--- src/rtl/hdmi_rx_decode_pkg.sv ---
// Shared types and constants for the TMDS sink-side decoder.
// Holds the control tokens, the per-channel bundle, the lock states and the RGB565 pack helper.
package hdmi_rx_decode_pkg;

    localparam int DEF_H_ACTIVE = 640;
    localparam int DEF_V_ACTIVE = 480;
    localparam int DEF_LOCK_CNT = 8;
    localparam int DEF_ERR_MAX  = 4;

    localparam logic [9:0] TOK_C00 = 10'h354;
    localparam logic [9:0] TOK_C01 = 10'h0AB;
    localparam logic [9:0] TOK_C10 = 10'h154;
    localparam logic [9:0] TOK_C11 = 10'h2AB;

    typedef struct packed {
        logic       ctl;
        logic [1:0] c;
        logic [7:0] d;
    } ch_t;

    typedef enum logic {
        UNLOCKED = 1'b0,
        LOCKED   = 1'b1
    } lock_state_t;

    function automatic logic [15:0] pack565(
        input logic [7:0] r,
        input logic [7:0] g,
        input logic [7:0] b
    );
        return {r[7:3], g[7:2], b[7:3]};
    endfunction

endpackage

--- src/rtl/hdmi_rx_decode_ch.sv ---
// One TMDS channel: 10-bit symbol to {ctl, c, d}, registered once.
// Control tokens yield ctl=1 with the C pair; anything else is decoded as data.
module hdmi_rx_decode_ch
    import hdmi_rx_decode_pkg::*;
(
    input  logic       vga_clk,
    input  logic       reset,
    input  logic [9:0] sym,
    output ch_t        ch
);

    ch_t        dec;
    logic [7:0] v;

    // Combinational token match and transition-minimised data decode.
    always_comb begin
        v       = sym[9] ? ~sym[7:0] : sym[7:0];
        dec     = '0;
        dec.d[0] = v[0];
        for (int i = 1; i < 8; i++) begin
            dec.d[i] = sym[8] ? (v[i] ^ v[i-1]) : ~(v[i] ^ v[i-1]);
        end
        case (sym)
            TOK_C00: begin dec = '0; dec.ctl = 1'b1; dec.c = 2'b00; end
            TOK_C01: begin dec = '0; dec.ctl = 1'b1; dec.c = 2'b01; end
            TOK_C10: begin dec = '0; dec.ctl = 1'b1; dec.c = 2'b10; end
            TOK_C11: begin dec = '0; dec.ctl = 1'b1; dec.c = 2'b11; end
            default: ;
        endcase
    end

    // Stage-1 register for this channel.
    always_ff @(posedge vga_clk) begin
        if (reset) ch <= '0;
        else       ch <= dec;
    end

endmodule

--- src/rtl/hdmi_rx_decode.sv ---
// TMDS receive decoder: three channel decoders, classifier, lock FSM and x/y counters.
// Outputs follow VGA controller conventions with a fixed two-cycle symbol latency.
module hdmi_rx_decode
    import hdmi_rx_decode_pkg::*;
#(
    parameter int H_ACTIVE = DEF_H_ACTIVE,
    parameter int V_ACTIVE = DEF_V_ACTIVE,
    parameter int LOCK_CNT = DEF_LOCK_CNT,
    parameter int ERR_MAX  = DEF_ERR_MAX
) (
    input  logic        vga_clk,
    input  logic        reset,
    input  logic [9:0]  tmds_b,
    input  logic [9:0]  tmds_g,
    input  logic [9:0]  tmds_r,
    output logic [15:0] rgb,
    output logic        hsync,
    output logic        vsync,
    output logic        de,
    output logic [9:0]  pix_x,
    output logic [9:0]  pix_y,
    output logic        locked,
    output logic        sym_err,
    output logic        geom_err
);

    localparam int LW = $clog2(LOCK_CNT + 1);
    localparam int EW = $clog2(ERR_MAX + 1);
    localparam logic [9:0] X_MAX = 10'(H_ACTIVE - 1);
    localparam logic [9:0] Y_MAX = 10'(V_ACTIVE - 1);

    ch_t ch_b, ch_g, ch_r;

    hdmi_rx_decode_ch u_ch_b (.vga_clk(vga_clk), .reset(reset), .sym(tmds_b), .ch(ch_b));
    hdmi_rx_decode_ch u_ch_g (.vga_clk(vga_clk), .reset(reset), .sym(tmds_g), .ch(ch_g));
    hdmi_rx_decode_ch u_ch_r (.vga_clk(vga_clk), .reset(reset), .sym(tmds_r), .ch(ch_r));

    logic unused_c;
    assign unused_c = ^{ch_g.c, ch_r.c};

    logic valid_ctl, valid_data;
    assign valid_ctl  = ch_b.ctl & ch_g.ctl & ch_r.ctl;
    assign valid_data = ~(ch_b.ctl | ch_g.ctl | ch_r.ctl);

    lock_state_t   state, state_n;
    logic [LW-1:0] lock_cnt, lock_cnt_n;
    logic [EW-1:0] err_cnt, err_cnt_n;

    logic [15:0] rgb_n;
    logic        hsync_n, vsync_n, de_n, sym_err_n, geom_err_n;
    logic [9:0]  pix_x_n, pix_y_n;
    logic        y_ovf, y_ovf_n;
    logic        vs_edge, de_fall;

    assign locked = (state == LOCKED);

    // Lock state and its run-length counters.
    always_ff @(posedge vga_clk) begin
        if (reset) begin
            state    <= UNLOCKED;
            lock_cnt <= '0;
            err_cnt  <= '0;
        end else begin
            state    <= state_n;
            lock_cnt <= lock_cnt_n;
            err_cnt  <= err_cnt_n;
        end
    end

    // Next lock state: count control runs to lock, invalid runs to drop.
    always_comb begin
        state_n    = state;
        lock_cnt_n = '0;
        err_cnt_n  = '0;
        unique case (state)
            UNLOCKED: begin
                if (valid_ctl) begin
                    if (lock_cnt == LW'(LOCK_CNT - 1)) state_n = LOCKED;
                    else lock_cnt_n = lock_cnt + 1'b1;
                end
            end
            LOCKED: begin
                if (!valid_ctl && !valid_data) begin
                    if (err_cnt == EW'(ERR_MAX - 1)) state_n = UNLOCKED;
                    else err_cnt_n = err_cnt + 1'b1;
                end
            end
            default: state_n = UNLOCKED;
        endcase
    end

    // Next output values: syncs, pixel data and x/y geometry tracking.
    always_comb begin
        rgb_n      = '0;
        de_n       = 1'b0;
        hsync_n    = hsync;
        vsync_n    = vsync;
        pix_x_n    = '0;
        pix_y_n    = pix_y;
        sym_err_n  = 1'b0;
        geom_err_n = 1'b0;
        y_ovf_n    = y_ovf;
        vs_edge    = 1'b0;
        de_fall    = 1'b0;
        unique case (state)
            UNLOCKED: begin
                if (ch_b.ctl) begin
                    hsync_n = ch_b.c[0];
                    vsync_n = ch_b.c[1];
                end
                pix_y_n = '0;
                y_ovf_n = 1'b0;
            end
            LOCKED: begin
                if (valid_ctl) begin
                    hsync_n = ch_b.c[0];
                    vsync_n = ch_b.c[1];
                    vs_edge = (ch_b.c[1] != vsync);
                end else if (valid_data) begin
                    de_n  = 1'b1;
                    rgb_n = pack565(ch_r.d, ch_g.d, ch_b.d);
                    if (!de) begin
                        pix_x_n = '0;
                    end else if (pix_x == X_MAX) begin
                        pix_x_n    = X_MAX;
                        geom_err_n = 1'b1;
                    end else begin
                        pix_x_n = pix_x + 10'd1;
                    end
                end else begin
                    sym_err_n = 1'b1;
                end
                de_fall = de & ~de_n;
                if (vs_edge) begin
                    pix_y_n = '0;
                    y_ovf_n = 1'b0;
                end else if (de_fall) begin
                    if (pix_y == Y_MAX) begin
                        if (y_ovf) geom_err_n = 1'b1;
                        else       y_ovf_n    = 1'b1;
                    end else begin
                        pix_y_n = pix_y + 10'd1;
                    end
                end
                if (state_n == UNLOCKED) begin
                    pix_x_n = '0;
                    pix_y_n = '0;
                    y_ovf_n = 1'b0;
                end
            end
            default: ;
        endcase
    end

    // Stage-2 output registers.
    always_ff @(posedge vga_clk) begin
        if (reset) begin
            rgb      <= '0;
            hsync    <= 1'b0;
            vsync    <= 1'b0;
            de       <= 1'b0;
            pix_x    <= '0;
            pix_y    <= '0;
            sym_err  <= 1'b0;
            geom_err <= 1'b0;
            y_ovf    <= 1'b0;
        end else begin
            rgb      <= rgb_n;
            hsync    <= hsync_n;
            vsync    <= vsync_n;
            de       <= de_n;
            pix_x    <= pix_x_n;
            pix_y    <= pix_y_n;
            sym_err  <= sym_err_n;
            geom_err <= geom_err_n;
            y_ovf    <= y_ovf_n;
        end
    end

endmodule
--- config.mk ---
export PLATFORM = sky130hd
export DESIGN_NAME = hdmi_rx_decode
export DESIGN_NICKNAME = d
export VERILOG_FILES = /design/src/rtl/hdmi_rx_decode_pkg.sv /design/src/rtl/hdmi_rx_decode_ch.sv /design/src/rtl/hdmi_rx_decode.sv
export SDC_FILE = /design/constraint.sdc
export NUM_CORES = 1
export LEC_CHECK = 0
export BUFFER_PORTS_ARGS = -buffer_cell sky130_fd_sc_hd__buf_2
export CAP_MARGIN = 15
export CORE_MARGIN = 2
export CORE_UTILIZATION = 50
export CTS_CLUSTER_DIAMETER = 60
export DETAILED_ROUTE_END_ITERATION = 6
export PLACE_DENSITY = 0.75
export SYNTH_ARGS = -nofsm -noshare
export SYNTH_HDL_FRONTEND = slang
export SYNTH_SLANG_ARGS = --single-unit
export TNS_END_PERCENT = 100
--- constraint.sdc ---
create_clock -name vga_clk -period 2.4 [get_ports vga_clk]
set_clock_uncertainty 0.1 [all_clocks]
set_input_delay 0.24 -clock vga_clk [delete_from_list [all_inputs] [get_ports vga_clk]]
set_output_delay 0.24 -clock vga_clk [all_outputs]
set_load 0.01 [all_outputs]
==> results.yml, run 1 <==
synthesis:
  async_reset_ff_share_pct: 0
  ys_seq_elements: 71
  synth-main-ff-cell: "dfxtp_1"
  yosysMostFrequentCell: "dfxtp_1"
  synth_cell_types: 40
  syn_avg_cell_area_um2: 9.51
  synthesis.area_um2: 3030
  synth_fp_nets: 365
  synth_edf_count: 0
  synth_cells: 318
  synth_top_area_share_pct: 47.0
  synthTopCellsByArea: "dfxtp_1, xnor2_1, ha_1, nor2_1, and2_1"
  synth_warnings: 0
  yosysTopAreaCell: "dfxtp_1"
  ys_seq_area_share_pct: 47.0
  synth_common_cells: "dfxtp_1, nor2_1, xnor2_1"
layout:
  num-nets-final: 442
  area_growth_syn_to_layout_pct: 22.1
  n_fill_cell: 517
  seqCellArea_um2: 1420
  multi_input_area_um2: 1500
  drive_above_1_share_pct: 23.1
  n_antenna_cell: 0
critical_path:
  worstPathRequired_ns: 2.53
  timing.rr.end: "pix_y[1]"
  cp.arrival_ns: 2.18
  cp_slowest_cell: "o31ai_2"
  startpoint: "pix_y[0]"
  timing_worst_setup_path_type: "flip-flop to flip-flop"
  r2r_cells: 6
  r2r_slack_ns: 0.34
  start_kind: "flip-flop"
  crit_fanout: 7
  r2r_start: "pix_y[0]"
  slowest_delay_ns: 0.53
  critPathCaptureType: "flip-flop"
  cp_cell_sequence: "ha_1 -> nand4_1 -> o31ai_2 -> buf_4 -> mux2i_1 -> nor2_1"
  endpoint: "pix_y[1]"
timing:
  hold_viol_final: 0
  fin_crit_ns: 2.06
  worst_pin_slew_ns: 0.685
  maxSlewHeadroom_pct: 54.4
  finalMaxSlewViolations: 0
  finalSetupTns_ns: 0
  rsz0062_at_grt: "no"
  setup_viol: 0
  period_share_pct: 85.7
  max_freq_mhz: 486
routing:
  vias: 2394
  wl_per_cell_um: 11.7
  wl_met3_um: 366
  drc: 0
  drtIter0Drc: 68
  dr.pass1.iters: 4
  drt-met1-wl_um: 2400
  highest-signal-layer: "met4"
  routed_via_density: 5.05
  wl_met2_um: 2740
  ant_nets: 0
  wirelength_um: 5550
floorplanning:
  dieWidth_um: 81.8
  io_pins: 74
  die_y_um: 81.8
  rows: 28
  core_area_um2: 5890
  die_area_um2: 6690
  start_util_pct: 51.4
global_route:
  grt_max_degree: 18
  grt_pass1_vias: 2203
  grt_pass1_wl_um: 9290
  antenna_found_initial: 0
  overflow: 0
  grt_use_total_pct: 18.0
pwr:
  internal_power_w: 0.00196
  swShare_pct: 19.3
  p_leak_nw: 1.57
  clkPwrFrac_pct: 44.7
  finalPower_w: 0.00243
  vdd_ir_drop_max_mv: 0.469
  p_comb_share_pct: 5.6
  power.density_nw_per_um2: 658
  power.switching_w: 0.000470
  seqPwrFrac_pct: 49.8
clock_network:
  h-tree-depth: 3
  cts_root_buffer: "clkbuf_8"
  cts_resized: 0
  clock_latency_ns: 0.34
  cts.sinks: 71
  clk_path_buf_depth: 2
  clk_pin_slew_ns: 0.07
  cts_buffers: 9
  cts_hold_buffers: 0
  post_cts_buffers: 0
  cts_tree: "done"
placed_design:
  place_congestion: 0.766
  portBuffers: 71
  hpwl_um: 4120
status:
  status: "complete, no violations"
hold_path:
  hp-class: "input pin to flip-flop"
run:
  drv_cap: 0
[cell usage in the layout, fill, tap and decap left out, types with 2 or more instances in the layout]
cell type	Yosys	final
nand2b_1	2	2
or4_1	3	3
xnor2_1	30	30
bufinv_16	0	3
and4b_1	2	2
clkbuf_8	0	9
nor3_1	5	5
or3_1	4	4
or3b_1	2	2
o21ai_0	2	2
nand3b_1	7	7
and3_1	2	2
nand2_1	17	17
clkbuf_1	6	2
inv_1	18	18
buf_4	0	4
nand4_1	4	4
xor2_1	5	5
mux2i_1	9	9
a21boi_1	2	2
a21oi_1	14	14
nand4bb_1	2	2
buf_2	3	71
nand3_1	12	12
nor2_1	39	39
ha_1	15	15
a31oi_1	4	4
nor4_1	4	4
and2_1	17	17
dfxtp_1	71	71
nand4b_1	2	2
a311o_1	4	4
[registers in the layout, summed over array words and instances (netlist names), 3 cells and up]
name       cells
rgb           16
pix_y         10
pix_x         10
err_cnt        3
u_ch_b.ch      8
u_ch_g.ch      7
u_ch_r.ch      6
lock_cnt       4
[cells by family after synthesis]
| family | share of synthesized area (%) |
|---|---|
| compound gates | 6.95 |
| xor+xnor | 10.1 |
| fa+ha+maj | 6.20 |
| buf+inv | 3.47 |
| flops | 47.0 |
| mux | 2.98 |
| simple gates | 23.3 |
[power by group through the flow]
stage          Combinational (W)  Clock [W]  Sequential, W
3_3_place_gp            0.000134          0        0.00124
6_report                0.000135    0.00109        0.00121
3_5_place_dp            0.000138          0        0.00124
5_1_grt                 0.000154    0.00117        0.00121
4_1_cts                 0.000138    0.00111        0.00121
2_1_floorplan          0.0000912          0        0.00124
[worst max-delay path: cells and delay by family, from the launching register on]
family,cells,cell delay [ns]
AND/OR/NAND/NOR,2,0.22
adder cells (fa/ha/maj),1,0.26
AO/OA/AOI/OAI,1,0.53
buffers and inverters,1,0.25
flip-flops,1,0.40
multiplexers,1,0.19
[layer usage]
metal / vias to the layer above / track usage [%]
li1: 1230 / -
met1: 1092 / 20.3
met2: 66 / 30.6
met3: 6 / 6.15
met4: 0 / 8.50
met5: - / 0
[worst min-delay path by stage]
stage | endpoint | from | slack [ns] | cells after the start
global route | u_ch_b.ch[9] | tmds_b[9] | 0.08 | 3
CTS | u_ch_b.ch[9] | tmds_b[9] | 0.05 | 3
floorplan | u_ch_b.ch[4] | tmds_b[3] | 0.29 | 2
global placement | err_cnt[0] | err_cnt[0] | 0.31 | 1
detailed placement | rgb[6] | u_ch_g.ch[3] | 0.31 | 1
finish | u_ch_b.ch[9] | tmds_b[9] | 0.07 | 3
[cell type report]
type,count,area share [%]
clock inverter,4,2.57
inverter,18,1.83
tap,75,2.54
clock buffer,11,3.56
timing repair buffer,75,10.4
sequential,71,38.5
multi-input combinational,220,40.6
[stage by stage]
stage                     utilization, %  instance area [um^2]  hold slack (ns)  setup slack (ns)  instances
final                               62.8                  3690           0.0662             0.343        474
after global routing                62.8                  3690           0.0782             0.185        474
after CTS                           62.8                  3690           0.0524             0.367        474
after detailed placement            58.9                  3470            0.310             0.405        459
after global placement              58.9                  3470            0.307             0.452        459
after floorplan                        -                  3030            0.287             0.594        318
(Power assumes the default switching activity.)
==> run 2: changes to the inputs <==
- BUFFER_PORTS_ARGS: -buffer_cell sky130_fd_sc_hd__buf_2 -> unset
- CORE_UTILIZATION: 50 -> 55
- DONT_BUFFER_PORTS: unset -> 1
- PLACE_DENSITY: 0.75 -> 0.7
==> run 2 against run 1 <==
Compared with the run above:
- critical path depth decreased by 1
- final cell count is 12% lower
- routed wire length is 0.65% lower
- power is 2.9% lower
- final area shrank 5.3%
- utilization grew 1.9 points
- largest power group unchanged
- maximum frequency increased by 3.8%
- global-route usage rose by 1.3 points
- via count down 6.2%
- sequential cell count unchanged
- sequential share of layout area grew 2.2 points
- worst hold slack worse by 0.034 ns
==> results.yml, run 2 (synthesized netlist as in run 1, its figures left out) <==
status:
  status: "complete, no violations"
clock_network:
  cts_tree: "done"
  clk_path_buf_depth: 2
  clk_pin_slew_ns: 0.07
  post_cts_buffers: 0
  cts_buffers: 9
  clock_latency_ns: 0.33
  h-tree-depth: 3
  cts.sinks: 71
  cts_root_buffer: "clkbuf_8"
layout:
  mostFrequentLayoutCells: "dfxtp_1, nor2_1, xnor2_1"
  largest_reg_flops: 16
  design_area_um2: 3500
  num-nets-final: 388
  seqCellArea_um2: 1420
  top_register: "rgb"
  multi_input_area_um2: 1500
  drive_above_1_share_pct: 7.23
  n_fill_cell: 437
  mostFrequentLayoutCell: "dfxtp_1"
  n_antenna_cell: 0
  area_growth_syn_to_layout_pct: 15.6
  reg_top3: "rgb x16, pix_x x10, pix_y x10"
  final_cells: 418
hold_path:
  holdPathEnd: "lock_cnt[1]"
  hold_start: "reset"
  holdPathStages: 2
  hp-class: "input pin to flip-flop"
timing:
  finalSetupTns_ns: 0
  maxSlewHeadroom_pct: 62.8
  hold_viol_final: 0
  max_freq_mhz: 505
  worst_pin_slew_ns: 0.556
  rsz0062_at_grt: "no"
  worst_slack_ns: 0.418
  finalMaxSlewViolations: 0
  setup_viol: 0
  fin_crit_ns: 1.98
  period_share_pct: 82.6
critical_path:
  crit_fanout: 2
  crit_family: "buffers and inverters"
  cp_num_buf_inv: 3
  crit_path_frequent_cell: "dlygate4sd3_1"
  cp_slowest_cell: "dlygate4sd3_1"
  slowest_delay_ns: 0.57
  worstPathRequired_ns: 2.57
  cp.arrival_ns: 2.15
  start_kind: "input pin"
  timing_worst_setup_path_type: "input pin to flip-flop"
  timing.rr.end: "geom_err"
  r2r_slack_ns: 0.45
  critPathCaptureType: "flip-flop"
  r2r_start: "pix_x[0]"
  r2r_cells: 5
  cp_cell_sequence: "dlygate4sd3_1 -> nand4b_1 -> dlygate4sd3_1 -> nor3_1 -> dlygate4sd3_1"
routing:
  ant_nets: 0
  routed_via_density: 5.37
  wl_met3_um: 308
  drt-met1-wl_um: 2220
  dr.pass1.iters: 4
  drc: 0
  vias: 2246
  wl_met2_um: 2830
  highest-signal-layer: "met4"
  wl_per_cell_um: 13.2
  drtIter0Drc: 69
  wirelength_um: 5510
global_route:
  grt_use_total_pct: 19.3
  grt_pass1_wl_um: 9360
  overflow: 0
  grt_max_degree: 19
  grt_pass1_vias: 2216
  antenna_found_initial: 0
floorplanning:
  start_util_pct: 56.0
  die_y_um: 78.2
  core_area_um2: 5410
  io_pins: 74
  rows: 27
  dieWidth_um: 78.2
  die_area_um2: 6110
placed_design:
  hpwl_um: 3890
  dp.cells: 386
  place_congestion: 0.866
  portBuffers: 0
  dpl-instance-area_um2: 3120
  dpl_worst_slack_ns: 0.450
pwr:
  power.density_nw_per_um2: 676
  vdd_ir_drop_max_mv: 0.351
  p_leak_nw: 1.30
run:
  drv_cap: 0
## run 2: power breakdown
group          leakage (nW)  switching (W)  internal (W)  total (W)
Sequential            0.576     0.00000415       0.00121    0.00121
Clock                 0.116       0.000424      0.000610    0.00103
Combinational         0.606      0.0000486     0.0000702   0.000119
Total                  1.30       0.000477       0.00189    0.00236
## run 2: final cells by class
cell class | count | area share (%)
Sequential cell | 71 | 40.6
Clock inverter | 6 | 2.40
Tap cell | 72 | 2.58
Inverter | 18 | 1.93
Clock buffer | 10 | 3.94
Timing Repair Buffer | 21 | 5.65
Multi-Input combinational cell | 220 | 42.9
## run 2: worst max path at each step
stage,startpoint,end,slack (ns),depth (start not counted)
2_1_floorplan,pix_y[0],pix_y[9],0.59,6
3_3_place_gp,pix_x[0],geom_err,0.48,5
3_5_place_dp,pix_x[0],geom_err,0.45,5
4_1_cts,tmds_b[0],u_ch_b.ch[8],0.43,5
5_1_grt,pix_x[0],geom_err,0.31,5
6_report,tmds_b[0],u_ch_b.ch[8],0.42,5
## run 2: per-stage QoR
stage	util (%)	power [W]	hold WS, ns
final	64.7	0.00236	0.0318
after detailed placement	57.6	0.00133	0.219
after floorplan	-	0.00133	0.287
after CTS	64.7	0.00239	0.0122
after global routing	64.7	0.00246	0.0293
after global placement	57.6	0.00133	0.216
## run 2: what timing repair did
item / CTS / global route
resized for setup: 0 / 0
endpoints found under the hold margin: 25 / 0
hold buffers: 16 / 0
setup endpoints to repair: 0 / 0
## run 2: layer usage
metal | global-route usage, % | up-vias
met5 | 0 | -
met1 | 20.4 | 1035
li1 | - | 1127
met2 | 33.8 | 66
met4 | 12.8 | 0
met3 | 5.17 | 18
==> run 3: changes to the inputs <==
- ABC_AREA: unset -> 1
- clock period: 2.4 -> 2 ns (I/O delays scaled with it)
==> run 3 against run 2 <==
Compared with the run above:
- via count is 3.4% higher
- utilization is 0.78 points lower
- routed wire length decreased by 3.4%
- final area up 0.64%
- worst setup slack worse by 0.030 ns
- sequential share of layout area is 0.26 points lower
- power is 10% higher
- first-iteration DRC count down 23%
- area after synthesis is 4.0% higher
- count of clock-buffer cells in the layout rose by 1
==> results.yml, run 3 <==
status:
  status: "complete, no violations"
layout:
  reg_top3: "rgb x16, pix_x x10, pix_y x10"
  num-nets-final: 452
  top_register: "rgb"
  largest_reg_flops: 16
  n_antenna_cell: 0
  mostFrequentLayoutCells: "dfxtp_1, nor2_1, inv_1"
  area_growth_syn_to_layout_pct: 11.8
  drive_above_1_share_pct: 13.9
  n_fill_cell: 472
  mostFrequentLayoutCell: "dfxtp_1"
clock_network:
  cts_resized: 0
  cts_tree: "done"
  cts_root_buffer: "clkbuf_8"
  clock_latency_ns: 0.33
  cts_buffers: 9
  cts.sinks: 71
  h-tree-depth: 3
  post_cts_buffers: 0
  clk_path_buf_depth: 2
  clk_pin_slew_ns: 0.07
synthesis:
  synthesis.area_um2: 3150
  yosysTopAreaCell: "dfxtp_1"
  synth_common_cells: "dfxtp_1, nor2_1, inv_1"
  synth_cells: 384
  synth-main-ff-cell: "dfxtp_1"
  ys_seq_area_share_pct: 45.2
  synthTopCellsByArea: "dfxtp_1, nor2_1, inv_1, ha_1, xor2_1"
  synth_top_area_share_pct: 45.2
  synth_fp_nets: 431
  yosysMostFrequentCell: "dfxtp_1"
  synth_edf_count: 0
  ys_seq_elements: 71
  synth_warnings: 0
  syn_avg_cell_area_um2: 8.19
  synth_cell_types: 33
  async_reset_ff_share_pct: 0
pwr:
  power.density_nw_per_um2: 739
  p_leak_nw: 1.43
  vdd_ir_drop_max_mv: 0.383
timing:
  rsz0062_at_grt: "no"
  max_freq_mhz: 621
  whs_ns: 0.0233
  worst_slack_ns: 0.389
  maxSlewHeadroom_pct: 77.7
  finalMaxSlewViolations: 0
  setup_viol: 0
  worst_pin_slew_ns: 0.335
  hold_viol_final: 0
  finalSetupTns_ns: 0
  period_share_pct: 80.6
  fin_crit_ns: 1.61
routing:
  dr.pass1.iters: 4
  drtIter0Drc: 53
  ant_nets: 0
  vias: 2322
  routed_via_density: 4.82
  drc: 0
  wl_per_cell_um: 11.0
  wirelength_um: 5320
critical_path:
  worstPathRequired_ns: 2.13
  critPathCaptureType: "flip-flop"
  cp_slowest_cell: "dfxtp_1"
  slowest_delay_ns: 0.44
  crit_family: "simple AND/OR/NAND/NOR gates"
  cp_cell_sequence: "ha_1 -> nand2_1 -> nor2_1 -> nand3_2 -> nor2_2 -> inv_2 -> nand2_1 -> nor2_1"
  cp.arrival_ns: 1.74
  cp_num_buf_inv: 1
  crit_fanout: 6
  timing_worst_setup_path_type: "flip-flop to flip-flop"
  start_kind: "flip-flop"
floorplanning:
  start_util_pct: 57.1
  dieWidth_um: 79.6
  rows: 27
  core_area_um2: 5510
  die_y_um: 79.6
  io_pins: 74
  die_area_um2: 6340
hold_path:
  hp-class: "input pin to flip-flop"
global_route:
  overflow: 0
  antenna_found_initial: 0
  grt_pass1_wl_um: 9230
  grt_max_degree: 18
  grt_pass1_vias: 2254
  grt_use_total_pct: 18.5
placed_design:
  portBuffers: 0
  place_congestion: 0.755
  dpl_worst_slack_ns: 0.382
  hpwl_um: 4010
run:
  drv_cap: 0
-- run 3: routing by layer --
metal  share of wire [%]  track usage, %  up-vias  wire, um
met5                   0               0        -         0
met4                 2.2            10.2        0       116
met3                 7.9            6.00       11       422
met2                  48            32.0       62      2550
met1                  42            19.9     1031      2230
li1                    -               -     1218         -
-- run 3: cells by family after synthesis --
kind of cell    count (synthesis)  synth area share (%)
fa+ha+maj                      15                  5.96
compound gates                 27                  5.01
xor+xnor                       32                  8.91
buf+inv                        74                  8.99
flops                          71                  45.2
simple gates                  165                  26.0
-- run 3: path summary, 6_finish.rpt --
check | slack, ns | end | cells past startpoint | startpoint
min | 0.02 | u_ch_r.ch[10] | 4 | tmds_r[0]
min reg2reg | 0.31 | rgb[10] | 2 | u_ch_g.ch[7]
max | 0.39 | pix_x[8] | 8 | pix_x[1]
max reg2reg | 0.39 | pix_x[8] | 8 | pix_x[1]
-- run 3: cell type report --
cell class | count | area [um^2] | share of cell area, %
clock inverters | 5 | 33.8 | 0.960
clock buffers | 11 | 141 | 4.02
well taps | 72 | 90.1 | 2.56
flip-flops and latches | 71 | 1420 | 40.4
inverters | 71 | 268 | 7.61
multi-input cells | 239 | 1440 | 41.0
repair buffers | 13 | 123 | 3.48
-- run 3: repair_timing --
action | in CTS | in global routing
endpoints found under the setup margin | 0 | 0
endpoints found under the hold margin | 20 | 0
hold buffers | 10 | 0
-- run 3: where the power goes --
| part | total [W] | leakage [nW] | switching (W) | internal [W] |
|---|---|---|---|---|
| combinational | 0.000148 | 0.770 | 0.0000758 | 0.0000721 |
| clock | 0.000998 | 0.0853 | 0.000517 | 0.000482 |
| sequential | 0.00145 | 0.576 | 0.00000796 | 0.00145 |
| total | 0.00260 | 1.43 | 0.000600 | 0.00200 |
-- run 3: worst reg2reg max path: stages (launching register included) --
cell,delay [ns]
dfxtp_1,0.44
ha_1,0.24
nand2_1,0.07
nor2_1,0.18
nand3_2,0.11
nor2_2,0.15
inv_2,0.09
nand2_1,0.08
nor2_1,0.05
-- run 3: stage by stage --
stage	instance area, um^2	util (%)	std cells	total power [W]
global route	3520	63.9	482	0.00272
CTS	3520	63.9	482	0.00263
finish	3520	63.9	482	0.00260
floorplan	3150	-	384	0.00160
global placement	3240	58.9	456	0.00161
detailed placement	3240	58.9	456	0.00162
